--- src/rtl/uart_pkg.sv ---
// Types shared between the UART TX and RX controllers.
package uart_pkg;

  typedef enum logic [1:0] {
    BAUD_9600,
    BAUD_19200,
    BAUD_57600,
    BAUD_115200
  } baud_set_t;

endpackage

--- src/rtl/uart_rx_controller.sv ---
// UART receiver: 16x oversampling, 3-sample majority vote, LSB-first word.
// Optional even parity bit enabled by defining UART_RX_PARITY_EN.
module uart_rx_controller
  import uart_pkg::*;
#(
  parameter int OUTPUT_DATA_WIDTH = 8,
  parameter int F_CLK             = 16000000
) (
  input  logic                         clk_16mhz,
  input  logic                         rstn,
  input  logic                         serial_in,
  input  baud_set_t                    baud_setting,
  output logic [OUTPUT_DATA_WIDTH-1:0] data_out,
  output logic                         rx_valid,
  output logic                         frame_err,
  output logic                         parity_err,
  output logic                         rx_busy
);

  localparam int DIV_W = 16;
  localparam int BIT_W = (OUTPUT_DATA_WIDTH > 1) ? $clog2(OUTPUT_DATA_WIDTH) : 1;
  localparam logic [BIT_W-1:0] LAST_BIT = BIT_W'(OUTPUT_DATA_WIDTH - 1);

  // Rounded divisors: (F + 8*baud) / (16*baud) == round(F / (16*baud))
  localparam logic [DIV_W-1:0] DIV_9600   = DIV_W'((F_CLK + 8 * 9600)   / (16 * 9600));
  localparam logic [DIV_W-1:0] DIV_19200  = DIV_W'((F_CLK + 8 * 19200)  / (16 * 19200));
  localparam logic [DIV_W-1:0] DIV_57600  = DIV_W'((F_CLK + 8 * 57600)  / (16 * 57600));
  localparam logic [DIV_W-1:0] DIV_115200 = DIV_W'((F_CLK + 8 * 115200) / (16 * 115200));

  typedef enum logic [2:0] {
    ST_IDLE,
    ST_START,
    ST_DATA,
`ifdef UART_RX_PARITY_EN
    ST_PARITY,
`endif
    ST_STOP
  } state_t;

  logic                         r_sync1;
  logic                         r_sync2;
  logic                         r_rx_prev;
  logic                         w_rx_s;
  logic                         w_fall;

  state_t                       r_state;
  logic [DIV_W-1:0]             r_div;
  logic [DIV_W-1:0]             r_div_cnt;
  logic [3:0]                   r_os_idx;
  logic [BIT_W-1:0]             r_bit_cnt;
  logic                         r_s7;
  logic                         r_s8;
  logic [OUTPUT_DATA_WIDTH-1:0] r_shift;
  logic [OUTPUT_DATA_WIDTH-1:0] r_data;
  logic                         r_valid;
  logic                         r_ferr;
  logic                         r_busy;
`ifdef UART_RX_PARITY_EN
  logic                         r_par;
  logic                         r_perr;
`endif

  logic [DIV_W-1:0]             w_div_sel;
  logic                         w_tick;
  logic                         w_decide;
  logic                         w_bit_end;
  logic                         w_maj;

  assign w_rx_s    = r_sync2;
  assign w_fall    = r_rx_prev & ~r_sync2;
  assign w_tick    = (r_div_cnt == r_div - DIV_W'(1));
  assign w_decide  = w_tick && (r_os_idx == 4'd9);
  assign w_bit_end = w_tick && (r_os_idx == 4'd15);
  // Sample 9 is the live line value on the deciding tick
  assign w_maj     = (r_s7 & r_s8) | (r_s7 & w_rx_s) | (r_s8 & w_rx_s);

  always_comb begin
    w_div_sel = DIV_9600;
    case (baud_setting)
      BAUD_9600:   w_div_sel = DIV_9600;
      BAUD_19200:  w_div_sel = DIV_19200;
      BAUD_57600:  w_div_sel = DIV_57600;
      BAUD_115200: w_div_sel = DIV_115200;
      default:     w_div_sel = DIV_9600;
    endcase
  end

  always_ff @(posedge clk_16mhz or negedge rstn) begin
    if (!rstn) begin
      r_sync1   <= 1'b1;
      r_sync2   <= 1'b1;
      r_rx_prev <= 1'b1;
    end else begin
      r_sync1   <= serial_in;
      r_sync2   <= r_sync1;
      r_rx_prev <= r_sync2;
    end
  end

  always_ff @(posedge clk_16mhz or negedge rstn) begin
    if (!rstn) begin
      r_state   <= ST_IDLE;
      r_div     <= '0;
      r_div_cnt <= '0;
      r_os_idx  <= '0;
      r_bit_cnt <= '0;
      r_s7      <= 1'b0;
      r_s8      <= 1'b0;
      r_shift   <= '0;
      r_data    <= '0;
      r_valid   <= 1'b0;
      r_ferr    <= 1'b0;
      r_busy    <= 1'b0;
`ifdef UART_RX_PARITY_EN
      r_par     <= 1'b0;
      r_perr    <= 1'b0;
`endif
    end else begin
      r_valid <= 1'b0;
      r_ferr  <= 1'b0;
`ifdef UART_RX_PARITY_EN
      r_perr  <= 1'b0;
`endif
      if (r_state == ST_IDLE) begin
        // Counters sit cleared in IDLE so a start edge begins at os_idx 0
        r_div     <= w_div_sel;
        r_div_cnt <= '0;
        r_os_idx  <= '0;
        if (w_fall) begin
          r_state <= ST_START;
          r_busy  <= 1'b1;
        end
      end else begin
        if (w_tick) begin
          r_div_cnt <= '0;
          r_os_idx  <= r_os_idx + 4'd1;
        end else begin
          r_div_cnt <= r_div_cnt + DIV_W'(1);
        end
        if (w_tick && (r_os_idx == 4'd7)) r_s7 <= w_rx_s;
        if (w_tick && (r_os_idx == 4'd8)) r_s8 <= w_rx_s;

        case (r_state)
          ST_START: begin
            if (w_decide && w_maj) begin
              r_state <= ST_IDLE;
              r_busy  <= 1'b0;
            end else if (w_bit_end) begin
              r_state   <= ST_DATA;
              r_bit_cnt <= '0;
            end
          end
          ST_DATA: begin
            if (w_decide) r_shift[r_bit_cnt] <= w_maj;
            if (w_bit_end) begin
              if (r_bit_cnt == LAST_BIT) begin
`ifdef UART_RX_PARITY_EN
                r_state <= ST_PARITY;
`else
                r_state <= ST_STOP;
`endif
              end else begin
                r_bit_cnt <= r_bit_cnt + BIT_W'(1);
              end
            end
          end
`ifdef UART_RX_PARITY_EN
          ST_PARITY: begin
            if (w_decide)  r_par   <= w_maj;
            if (w_bit_end) r_state <= ST_STOP;
          end
`endif
          ST_STOP: begin
            // Leave at mid-stop so a back-to-back start edge is not missed
            if (w_decide) begin
              r_data  <= r_shift;
              r_valid <= w_maj;
              r_ferr  <= ~w_maj;
`ifdef UART_RX_PARITY_EN
              r_perr  <= (^r_shift) ^ r_par;
`endif
              r_state <= ST_IDLE;
              r_busy  <= 1'b0;
            end
          end
          default: begin
            r_state <= ST_IDLE;
            r_busy  <= 1'b0;
          end
        endcase
      end
    end
  end

  assign data_out  = r_data;
  assign rx_valid  = r_valid;
  assign frame_err = r_ferr;
  assign rx_busy   = r_busy;
`ifdef UART_RX_PARITY_EN
  assign parity_err = r_perr;
`else
  assign parity_err = 1'b0;
`endif

endmodule

--- config.mk ---
export PLATFORM = sky130hd
export DESIGN_NAME = uart_rx_controller
export DESIGN_NICKNAME = d
export VERILOG_FILES = /design/src/rtl/uart_pkg.sv /design/src/rtl/uart_rx_controller.sv
export SDC_FILE = /design/constraint.sdc
export NUM_CORES = 1
export LEC_CHECK = 0
export ABC_AREA = 1
export CAP_MARGIN = 40
export CORE_MARGIN = 3
export CORE_UTILIZATION = 56
export CTS_BUF_LIST = sky130_fd_sc_hd__clkbuf_2
export DETAILED_ROUTE_END_ITERATION = 6
export PLACE_DENSITY = 0.78
export SYNTH_ARGS = -nofsm -noshare
export SYNTH_HDL_FRONTEND = slang
export SYNTH_SLANG_ARGS = --single-unit
--- constraint.sdc ---
create_clock -name clk_16mhz -period 2.25 [get_ports clk_16mhz]
set_input_delay 0.45 -clock clk_16mhz [delete_from_list [all_inputs] [get_ports clk_16mhz]]
set_output_delay 0.45 -clock clk_16mhz [all_outputs]
set_load 0.02 [all_outputs]
# Word level (Yosys, flattened, before mapping)

Cells that the tools add are included.

Word-level logic and storage cells: 102
Flip-flop bits (word level): 66
Input bits: 5
Output and inout bits: 12

Equal/unequal tests: 23
Reductions and logical operators: 17
Bitwise operators: 9
Add/subtract/negate cells: 4
Mux-type cells: 32
Order comparisons: 2

Operators by type and width:

| operator                                                              | count |
|---|---|
| 16-bit one-hot mux with 4 select lines                                | 1 |
| 3-bit two-way mux                                                     | 11 |
| 16-bit two-way mux                                                    | 2 |
| 16-bit by 1-bit adder with 16-bit output (second input constant)      | 1 |
| 16-bit == test                                                        | 1 |
| 16-bit by 1-bit subtractor with 16-bit output (second input constant) | 1 |
| 4-bit == test (second input constant)                                 | 3 |
| 2-bit != test (second input constant)                                 | 6 |
| 3-bit != test (second input constant)                                 | 4 |
| 1-bit two-way mux                                                     | 11 |
| 3-bit one-hot mux with 3 select lines                                 | 1 |
| 8-bit bitwise mux                                                     | 1 |
| 4-bit two-way mux                                                     | 2 |
| 3-bit by 2-bit == test with 1-bit output (second input constant)      | 2 |
| 1-bit logical AND                                                     | 6 |
| 3-bit one-hot mux with 2 select lines                                 | 1 |
| 3-bit AND reduction                                                   | 2 |
| 6-bit AND reduction                                                   | 1 |
| 5-bit AND reduction                                                   | 1 |
| 4-bit by 1-bit adder with 4-bit output (second input constant)        | 1 |
| 1-bit AND                                                             | 4 |
| 2-bit == test (second input constant)                                 | 2 |
| 4-bit by 3-bit == test with 1-bit output (second input constant)      | 1 |
| 3-bit by 4-bit < comparator with 1-bit output (second input constant) | 1 |
| other kinds (15)                                                      | 20 |

# Depth between registers and ports, before layout

Gate-level depths: netlist of run 1.

Depth in word-level cells: 7
Depth in mapped cells: 20
Depth with buffers taken out: 20

# Least setup slack after synthesis of run 1

No wires, ideal clock.

Kind: register to register
Start: register r_div[3]
End: register r_data[2], in the netlist data_out[2]
Period minus slack after synthesis: 2.299 ns
Slack: -0.049 ns
Buffers on the path: 0
Data required time: 2.122 ns
Data arrival time: 2.172 ns
Stages on the path, launching flop included: 14
Setup time: 0.128 ns
Path through: dfrtp_1 > nor2_4 > nand4_1 > inv_1 > ha_1 > xor2_1 > nand3_1 > nor2_1 > nand2_1 > nor2_4 > nand2_4 > nor2_4 > nand2_2 > mux2_1

Longest elaborated chain between the ends: 4

RTL lines:

| item                                          | RTL line                  | RTL |
|---|---|---|
| start: declaration                            | uart_rx_controller.sv:47  | `logic [DIV_W-1:0] r_div;` |
| start signal: assignment                      | uart_rx_controller.sv:126 | `r_div <= w_div_sel;` |
| 16-bit by 1-bit subtractor with 16-bit output | uart_rx_controller.sv:71  | `assign w_tick = (r_div_cnt == r_div - DIV_W'(1));` |
| 16-bit == test                                | uart_rx_controller.sv:71  |  |
| 1-bit logical AND                             | uart_rx_controller.sv:72  | `assign w_decide = w_tick && (r_os_idx == 4'd9);` |
| 3-bit AND reduction (no source line)          | -                         |  |
| end signal: assignment                        | uart_rx_controller.sv:176 | `r_data <= r_shift;` |
| end: declaration                              | uart_rx_controller.sv:54  | `logic [OUTPUT_DATA_WIDTH-1:0] r_data;` |

Every way passes these cells.
A chain may end at the register's enable or synchronous reset.

# Final worst setup path of run 1

Start: register r_div[3]
End: register r_shift[1]

Longest elaborated chain between the ends: 4

RTL lines:

| item                                          | RTL line                  | RTL |
|---|---|---|
| 16-bit by 1-bit subtractor with 16-bit output | uart_rx_controller.sv:71  |  |
| 16-bit == test                                | uart_rx_controller.sv:71  |  |
| 1-bit logical AND                             | uart_rx_controller.sv:72  |  |
| 3-bit AND reduction (no source line)          | -                         |  |
| end signal: indexed assignment                | uart_rx_controller.sv:154 | `if (w_decide) r_shift[r_bit_cnt] <= w_maj;` |
| end: declaration                              | uart_rx_controller.sv:53  | `logic [OUTPUT_DATA_WIDTH-1:0] r_shift;` |

Every way passes these cells.

==> results of run 1 <==
## cell usage after synthesis (all sizes together)
master	n	area (µm²)
o21a	2	15.01
or2	1	6.260
conb	1	3.750
xnor2	1	8.760
o211ai	1	7.510
mux2i	1	10.01
nand4	11	75.07
inv	65	244.0
mux2	1	11.26
nand3	34	180.2
a21oi	13	65.06
nor2	54	266.5
dfstp	3	78.83
o31ai	1	7.510
xor2	6	52.55
nand2	108	422.9
o21ai	24	120.1
nor4	1	12.51
buf	3	17.52
ha	17	212.7
maj3	1	10.01
dfrtp	52	1301
nor3b	4	30.03
nor3	6	35.03
o21bai	1	7.510
clkbuf	3	11.26
clkinv	1	3.750
## flip-flops by register name, summed over array words and instances, names as in the netlist, 2 cells and up
signal and flops:
r_shift 8, r_bit_cnt 3, r_div_cnt 16, r_os_idx 4, r_div 6, r_state 2
data_out 8
## layer usage
layer  wire length (µm)  global-route usage [%]  part of all wire [%]
met3                348                   4.057                   5.1
met2               3316                   37.00                    48
met4                 68                   6.478                  0.99
met1               3126                   29.51                    46
met5                  0                       0                     0
## area by class of cell
type,instances,area share [%]
clock buffers,5,0.6523
clock inverters,3,1.011
inverters,66,6.523
multi-input cells,289,43.28
flip-flops and latches,55,35.98
well taps,70,2.283
repair buffers,44,10.27
## where the power goes
group	internal, µW	leakage, µW	switching [µW]
Clock	182	0.0000404	318
Sequential	1090	0.000742	101
Combinational	645	0.00120	986
Total	1920	0.00198	1400
## logic make-up (layout without fill, tap and decap cells)
group / Yosys count / after routing
AO/OA/AOI/OAI: 42 / 42
XOR/XNOR: 7 / 7
adder cells (fa/ha/maj): 18 / 18
buffers and inverters: 72 / 118
flip-flops: 55 / 55
multiplexers: 2 / 2
other: 1 / 1
AND/OR/NAND/NOR: 219 / 219
## per-stage QoR
stage | cells | hold WS, ns
detailed placement | 518 | 0.3490
CTS | 530 | 0.3510
finish | 532 | 0.3666
global route | 532 | 0.3494
floorplan | 416 | 0.1544
global placement | 518 | 0.3459
## timing repair
item / CTS / global route
hold endpoints to repair: 21 / 0
hold buffers: 1 / 0
pin swaps: 2 / 7
endpoints found under the setup margin: 25 / 46
setup buffers: 3 / 4
resized for setup: 11 / 18
## worst register-to-register path: cells and delay by family (launching register included)
kind	cells	cell delay [ns]
buf+inv	2	0.15
xor+xnor	1	0.14
fa+ha+maj	1	0.20
flops	1	0.47
simple gates	11	1.17
compound gates	1	0.13
## worst paths after layout
check / startpoint / endpoint / slack [ns] / cells past startpoint
setup / recovery: r_div[3] / r_shift[1] / -0.1 / 16
hold / removal: serial_in / r_sync1 / 0.37 / 1
setup reg to reg: r_div[3] / r_shift[1] / -0.1 / 16
hold reg to reg: r_sync1 / r_sync2 / 0.38 / 0
max in group asynchronous: rstn / r_sync2 / 1.15 / 3
min in group asynchronous: rstn / r_div_cnt[15] / 0.44 / 2
==> qor.csv, run 1 <==
metric,value,unit
syn-num-nets,438,
slowest_delay,0.47,ns
syn_inst,416,
die_w,81.79,µm
routedWlPerCell,12.89,µm
grt_max_degree,35,
final_cell_mix,"nand2_1 (97), inv_1 (59), dfrtp_1 (52)",
die_h,81.79,µm
synth_top_family_by_area,simple AND/OR/NAND/NOR gates,
fin_skew,0.01550,ns
rows,26,
place_area,3621,µm²
cts_num_sinks,55,
global_route.usage.total,22.19,%
drc,0,
total_power,3323,µW
violations,setup timing,
period_minus_slack,2.345,ns
htreeDepth,2,
grt_pass1_vias,2529,
worstSkewPairLatency,0.45,ns
cts_root_buffer,clkbuf_2,
dr.pass1.iters,4,
synth_cell_types,38,
max_freq,426.4,MHz
crit_type,register to register,
setup_ws,-0.09539,ns
crit_slowest_cell,dfrtp_1,
drive_above_1_share,18.18,%
yosysSeqAreaShare,42.90,%
min_path_type,input port to register,
via_per_inst,5.197,
cts_tree,yes,
clk_pin_slew_worst_paths,0.27,ns
start_kind,register,
hold_violations,0,
synthSimpleGateAreaFrac,31.97,%
insertedDiodeCount,0,
routed_wirelength,6859,µm
tightest_slew,0.5368,ns
grt_antenna_before_repair,0,
num_vias,2765,
fp.coreArea,5335,µm²
status,"finished, violations left",
start_util,60.30,%
avgSynthCellArea,7.733,µm²
final_nets,483,
drv_cap,0,
dieArea,6690,µm²
grt_pass1_wl,11470,µm
first_iter_violations,193,
pin_count,17,
cp_cell_sequence,nor2_4 > nand4_1 > inv_2 > ha_4 > xor2_2 > nand3_1 > nor2_1 > nand2_1 > nor2_4 > nand2_4 > nor2_4 > nand2_4 > nor2_4 > nand2_1 > o21ai_1 > inv_1,
fin_crit_sh,104.2,%
tns,-0.8130,ns
synthMuxAreaShare,0.6612,%
grt_overflow,0,
antenna_left,0,
fin_area,3836,µm²
final_common_cell,nand2_1,
ir_drop,0.6550,mV
synthesis.area,3217,µm²
cp_max_fo,5,
synth-compound-area-share,6.923,%
crit_family,simple AND/OR/NAND/NOR gates,
areaGrowthSynthToFinish,19.25,%
relSlewSlack,64.21,%
yosysWarnings,0,
cpMostUsedCell,nor2_4,
synthAdderAreaFrac,6.923,%
cts_buffers,5,
preCtsSetupSlack,-0.1492,ns
synth_seq_cells,55,
powerDensity,866.3,nW/µm²
p_leak,0.001979,µW
place_hpwl,5028,µm
place_congestion,0.9031,
fill_cells,438,
synthXorXnorAreaFrac,1.906,%
setup.worst_path.end_class,register,
cp.arrival,2.73,ns
report.final.slew_viol_count,0,
seq_area,1380,µm²
path_buf_inv,2,
final_util,71.90,%
setup_viol,14,
cp_data_required_time,2.64,ns
multi_input_area,1660,µm²
rsz0062_at_grt,yes,
cts_buffer_depth,2,
port-buffer-count,15,
Note: power is estimated with default switching activity, not from simulation.
==> run 2: changes to the inputs <==
Settings changed: CORE_UTILIZATION 56 to 40, PLACE_DENSITY 0.78 to unset.
==> qor.csv, run 2 (synthesis gave the netlist of run 1 again) <==
metric,value,unit,change
rsz0062_at_grt,yes,,unchanged
die_h,95.68,µm,was 81.79 µm
hold_violations,0,,unchanged
setup.worst_path.end_class,register,,unchanged
first_iter_violations,140,,was 193
final_nets,491,,was 483
start_util,41.41,%,was 60.30%
fin_crit_sh,104.3,%,was 104.2%
cts_buffers,5,,unchanged
die_w,95.68,µm,was 81.79 µm
violations,setup timing,,unchanged
crit_type,register to register,,unchanged
cts_num_sinks,55,,unchanged
place_hpwl,5338,µm,was 5028 µm
crit_slowest_cell,dfrtp_1,,unchanged
cp_cell_sequence,inv_2 > ha_1 > inv_1 > nand2_1 > nand2_1 > nand2_1 > nand2_1 > nor2_1 > nand3_1 > nor2_4 > nand2_4 > nor2_4 > buf_4 > nand2_4 > mux2_4,,was nor2_4 > nand4_1 > inv_2 > ha_4 > xor2_2 > nand3_1 > nor2_1 > nand2_1 > nor2_4 > nand2_4 > nor2_4 > nand2_4 > nor2_4 > nand2_1 > o21ai_1 > inv_1
cp_data_required_time,2.67,ns,was 2.64 ns
fill_cells,786,,was 438
final_cell_mix,"nand2_1 (96), inv_1 (59), dfrtp_1 (52)",,"was nand2_1 (97), inv_1 (59), dfrtp_1 (52)"
worstSkewPairLatency,0.48,ns,was 0.45 ns
via_per_inst,4.815,,was 5.197
r2r_slack,-0.1,ns,about the same
grt_overflow,0,,unchanged
global_route.usage.total,16.84,%,was 22.19%
status,"finished, violations left",,unchanged
cts_root_buffer,clkbuf_2,,unchanged
place_congestion,0.8274,,was 0.9031
cts_buffer_depth,2,,unchanged
cp.arrival,2.77,ns,was 2.73 ns
top_register,r_div_cnt,,unchanged
p_leak,0.002045,µW,was 0.001979 µW
antenna_left,0,,unchanged
grt_pass1_vias,2721,,"was 2,529"
ir_drop,0.4098,mV,was 0.6550 mV
areaGrowthSynthToFinish,24.08,%,was 19.25%
routed_wirelength,7229,µm,was 6859 µm
grt_pass1_wl,12190,µm,"was 11,470 µm"
drv_cap,0,,unchanged
clk_pin_slew_worst_paths,0.31,ns,was 0.27 ns
period_minus_slack,2.346,ns,was 2.345 ns
routedWlPerCell,12.64,µm,was 12.89 µm
tns,-0.9962,ns,was -0.8130 ns
report.final.slew_viol_count,0,,unchanged
pin_count,17,,unchanged
rows,32,,was 26
num_vias,2754,,"was 2,765"
port-buffer-count,15,,unchanged
insertedDiodeCount,0,,unchanged
final_util,51.39,%,was 71.90%
drc,0,,unchanged
max_freq,426.2,MHz,was 426.4 MHz
cpMostUsedCell,nand2_1,,was nor2_4
final_common_cell,nand2_1,,unchanged
cts_tree,yes,,unchanged
powerDensity,873.1,nW/µm²,was 866.3 nW/µm²
grt_max_degree,40,,was 35
fin_skew,0.01874,ns,was 0.01550 ns
dieArea,9154,µm²,was 6690 µm²
cp_max_fo,5,,unchanged
min_path_type,input port to register,,unchanged
htreeDepth,2,,unchanged
hold_ws,0.3212,ns,was 0.3666 ns
slowest_delay,0.47,ns,about the same
fp.coreArea,7767,µm²,was 5335 µm²
preCtsSetupSlack,-0.1307,ns,was -0.1492 ns
dr.pass1.iters,6,,was 4
drive_above_1_share,20.43,%,was 18.18%
setup_viol,20,,was 14
largest_reg_flops,16,,unchanged
setup_ws,-0.09610,ns,was -0.09539 ns
start_kind,register,,unchanged
grt_antenna_before_repair,0,,unchanged
-- run 2: repair_timing --
action                                  in CTS  in global routing
hold endpoints to repair                    13                  0
cloned                                       0                  2
pin swaps                                    0                  5
gates resized for setup                      9                 27
endpoints found under the setup margin      24                 45
buffers inserted                             7                  2
hold buffers                                 1                  0
-- run 2: area by class of cell --
class | count | area, µm² | area share, %
clock buffer | 5 | 25.02 | 0.6270
clock inverter | 3 | 27.53 | 0.6897
inverter | 66 | 250.2 | 6.270
multi-input combinational | 289 | 1684 | 42.19
sequential | 55 | 1380 | 34.58
tap | 102 | 127.6 | 3.197
timing repair buffer | 52 | 496.7 | 12.45
-- run 2: power by group --
group          total [µW]  switching (µW)  internal (µW)
Combinational        1850            1060            794
Sequential           1190            98.2           1090
Clock                 443             354           89.5
Total                3480            1510           1980
-- run 2: per-stage QoR --
step	total power (µW)	area, µm²	std cells
CTS	3366	3834	569
global route	3788	3991	572
floorplan	2163	3219	416
detailed placement	2800	3684	553
finish	3485	3991	572
global placement	2782	3684	553
-- run 2: worst max-delay path, delay by kind of cell (launching register included) --
kind	cells	cell delay, ns
buffers and inverters	3	0.29
and+or+nand+nor	10	0.95
DFF	1	0.47
adders and majority gates	1	0.26
muxes	1	0.31
-- run 2: final timing paths --
check	startpoint	endpoint	cells past startpoint
setup / recovery	r_div[2]	data_out[2]	15
hold / removal	serial_in	r_sync1	1
setup reg to reg	r_div[2]	data_out[2]	15
hold reg to reg	r_sync1	r_sync2	0
max in group asynchronous	rstn	r_div_cnt[7]	3
min in group asynchronous	rstn	r_bit_cnt[2]	2
-- run 2: metal layers --
metal | up-vias | global-route usage [%] | part of all wire [%]
met3 | 11 | 2.762 | 2.3
met5 | - | 0 | 0
met4 | 0 | 4.858 | 1.8
met1 | 1291 | 20.99 | 45
li1 | 1415 | - | -
met2 | 37 | 29.82 | 51
==> run 3: changes to the inputs <==
Settings changed: SKIP_CTS_REPAIR_TIMING set to 1.
==> qor.csv, run 3 (synthesis gave the netlist of run 1 again) <==
metric,value,unit,change
total_power,3418,µW,was 3485 µW
rsz0062_at_grt,yes,,unchanged
fp.coreArea,7767,µm²,unchanged
path_buf_inv,2,,was 3
dieArea,9154,µm²,unchanged
min_path_type,input port to register,,unchanged
cts_root_buffer,clkbuf_2,,unchanged
report.final.slew_viol_count,0,,unchanged
crit_family,simple AND/OR/NAND/NOR gates,,unchanged
rows,32,,unchanged
path_depth,14,,was 15
routed_wirelength,7194,µm,was 7229 µm
setup.worst_path.end_class,register,,unchanged
worstSkewPairLatency,0.48,ns,about the same
die_h,95.68,µm,unchanged
htreeDepth,2,,unchanged
grt_overflow,0,,unchanged
areaGrowthSynthToFinish,22.95,%,was 24.08%
grt_max_degree,40,,unchanged
r2r_slack,-0.14,ns,was -0.1 ns
pwr-share-comb,52.1,%,was 53.1%
drc,0,,unchanged
place_congestion,0.8274,,unchanged
top_register,r_div_cnt,,unchanged
drv_cap,0,,unchanged
p_leak,0.002030,µW,was 0.002045 µW
cts_tree,yes,,unchanged
r2r_cells,14,,was 15
crit_end,data_out[2],,unchanged
clkPwrFrac,13.1,%,was 12.7%
pin_count,17,,unchanged
cts_buffer_depth,2,,unchanged
first_iter_violations,119,,was 140
global_route.usage.total,16.56,%,was 16.84%
startpoint,r_div[3],,was r_div[2]
cp_data_required_time,2.67,ns,about the same
slowest_delay,0.48,ns,was 0.47 ns
clk_pin_slew_worst_paths,0.32,ns,was 0.31 ns
violations,setup timing,,unchanged
ir_drop,0.4025,mV,was 0.4098 mV
setup_viol,21,,was 20
num_vias,2753,,"was 2,754"
largest_reg_flops,16,,unchanged
status,"finished, violations left",,unchanged
start_util,41.41,%,unchanged
cp_cell_sequence,nor2_4 > nand4_1 > inv_2 > ha_4 > xor2_2 > nand3_1 > nor2_1 > nand2_1 > nor2_4 > nand2_4 > nor2_4 > buf_4 > nand2_4 > mux2_4,,was inv_2 > ha_1 > inv_1 > nand2_1 > nand2_1 > nand2_1 > nand2_1 > nor2_1 > nand3_1 > nor2_4 > nand2_4 > nor2_4 > buf_4 > nand2_4 > mux2_4
fin_skew,0.01952,ns,was 0.01874 ns
r2r_start,r_div[3],,was r_div[2]
place_hpwl,5338,µm,unchanged
crit_slowest_cell,dfrtp_1,,unchanged
grt_pass1_vias,2661,,"was 2,721"
crit_type,register to register,,unchanged
grt_pass1_wl,11980,µm,"was 12,190 µm"
port-buffer-count,15,,unchanged
max_freq,419.0,MHz,was 426.2 MHz
final_common_cell,nand2_1,,unchanged
insertedDiodeCount,0,,unchanged
rr_endpoint,data_out[2],,unchanged
cts_num_sinks,55,,unchanged
cpMostUsedCell,nor2_4,,was nand2_1
p_int,1937,µW,was 1975 µW
hold_violations,0,,unchanged
antenna_left,0,,unchanged
grt_antenna_before_repair,0,,unchanged
via_per_inst,4.838,,was 4.815
period_minus_slack,2.387,ns,was 2.346 ns
setup_ws,-0.1369,ns,was -0.09610 ns
p_switching,1481,µW,was 1509 µW
drive_above_1_share,19.27,%,was 20.43%
switching_share,43.32,%,was 43.31%
preCtsSetupSlack,-0.1307,ns,unchanged
final_nets,488,,was 491
routedWlPerCell,12.64,µm,about the same
dr.pass1.iters,4,,was 6
p_seq_share,34.8,%,was 34.2%
fin_crit_sh,106.1,%,was 104.3%
powerDensity,864.1,nW/µm²,was 873.1 nW/µm²
start_kind,register,,unchanged
cp_max_fo,4,,was 5
cts_buffers,5,,unchanged
final_cell_mix,"nand2_1 (95), inv_1 (59), dfrtp_1 (52)",,"was nand2_1 (96), inv_1 (59), dfrtp_1 (52)"
cp.arrival,2.81,ns,was 2.77 ns
die_w,95.68,µm,unchanged
==> run 3: cell types whose count changed in the layout (fill, tap and decap cells not counted) <==
cell     delta
o21ai_1     +1
buf_6       +1
nor2_1      +1
nor3b_2     -1
nand2_1     -1
a21oi_1     +1
nand2_2     +1
buf_4       -4
nor2_4      -1
nor3b_1     +1
a21oi_2     -1
o21ai_2     -1
==> run 3: metal layers <==
| layer | global-route usage [%] | wire, µm | vias to the layer above | part of all wire [%] |
|---|---|---|---|---|
| li1 | - | - | 1409 | - |
| met1 | 20.84 | 3286 | 1307 | 46 |
| met2 | 29.13 | 3642 | 27 | 51 |
| met3 | 2.684 | 154 | 10 | 2.1 |
| met4 | 4.739 | 110 | 0 | 1.5 |
| met5 | 0 | 0 | - | 0 |
==> run 3: layout make-up <==
type,instances,area [µm²]
Clock inverter,3,27.53
Clock buffer,5,25.02
Multi-Input combinational cell,289,1667
Fill cell,784,3812
Tap cell,102,127.6
Sequential cell,55,1380
Timing Repair Buffer,49,478.0
Inverter,66,250.2
==> run 3: stage by stage <==
step                util, %  hold slack (ns)  TNS [ns]  area [µm²]  cells
floorplan                 -           0.1544   -0.3730        3219    416
global placement      47.42           0.3507   -0.1206        3684    553
detailed placement    47.42           0.3489    -1.727        3684    553
CTS                   48.10          -0.1702    -2.567        3736    561
global route          50.92           0.2948    -7.675        3955    569
finish                50.92           0.3126    -1.961        3955    569
==> run 3: how the worst min path moves through the flow <==
stage / from / to / slack [ns] / cells past startpoint
floorplan: rstn / data_out[0] / 0.15 / 0
global placement: r_sync1 / r_sync2 / 0.35 / 0
detailed placement: r_sync1 / r_sync2 / 0.35 / 0
CTS: rstn / r_bit_cnt[0] / -0.17 / 1
global route: serial_in / r_sync1 / 0.29 / 1
finish: serial_in / r_sync1 / 0.31 / 1
==> run 3: power by group through the flow <==
stage	registers [µW]	logic [µW]	clock network, µW
2_1_floorplan	1210	952	0
3_3_place_gp	1200	1580	0
3_5_place_dp	1210	1590	0
4_1_cts	1190	1600	467
5_1_grt	1210	2000	503
6_report	1190	1780	447
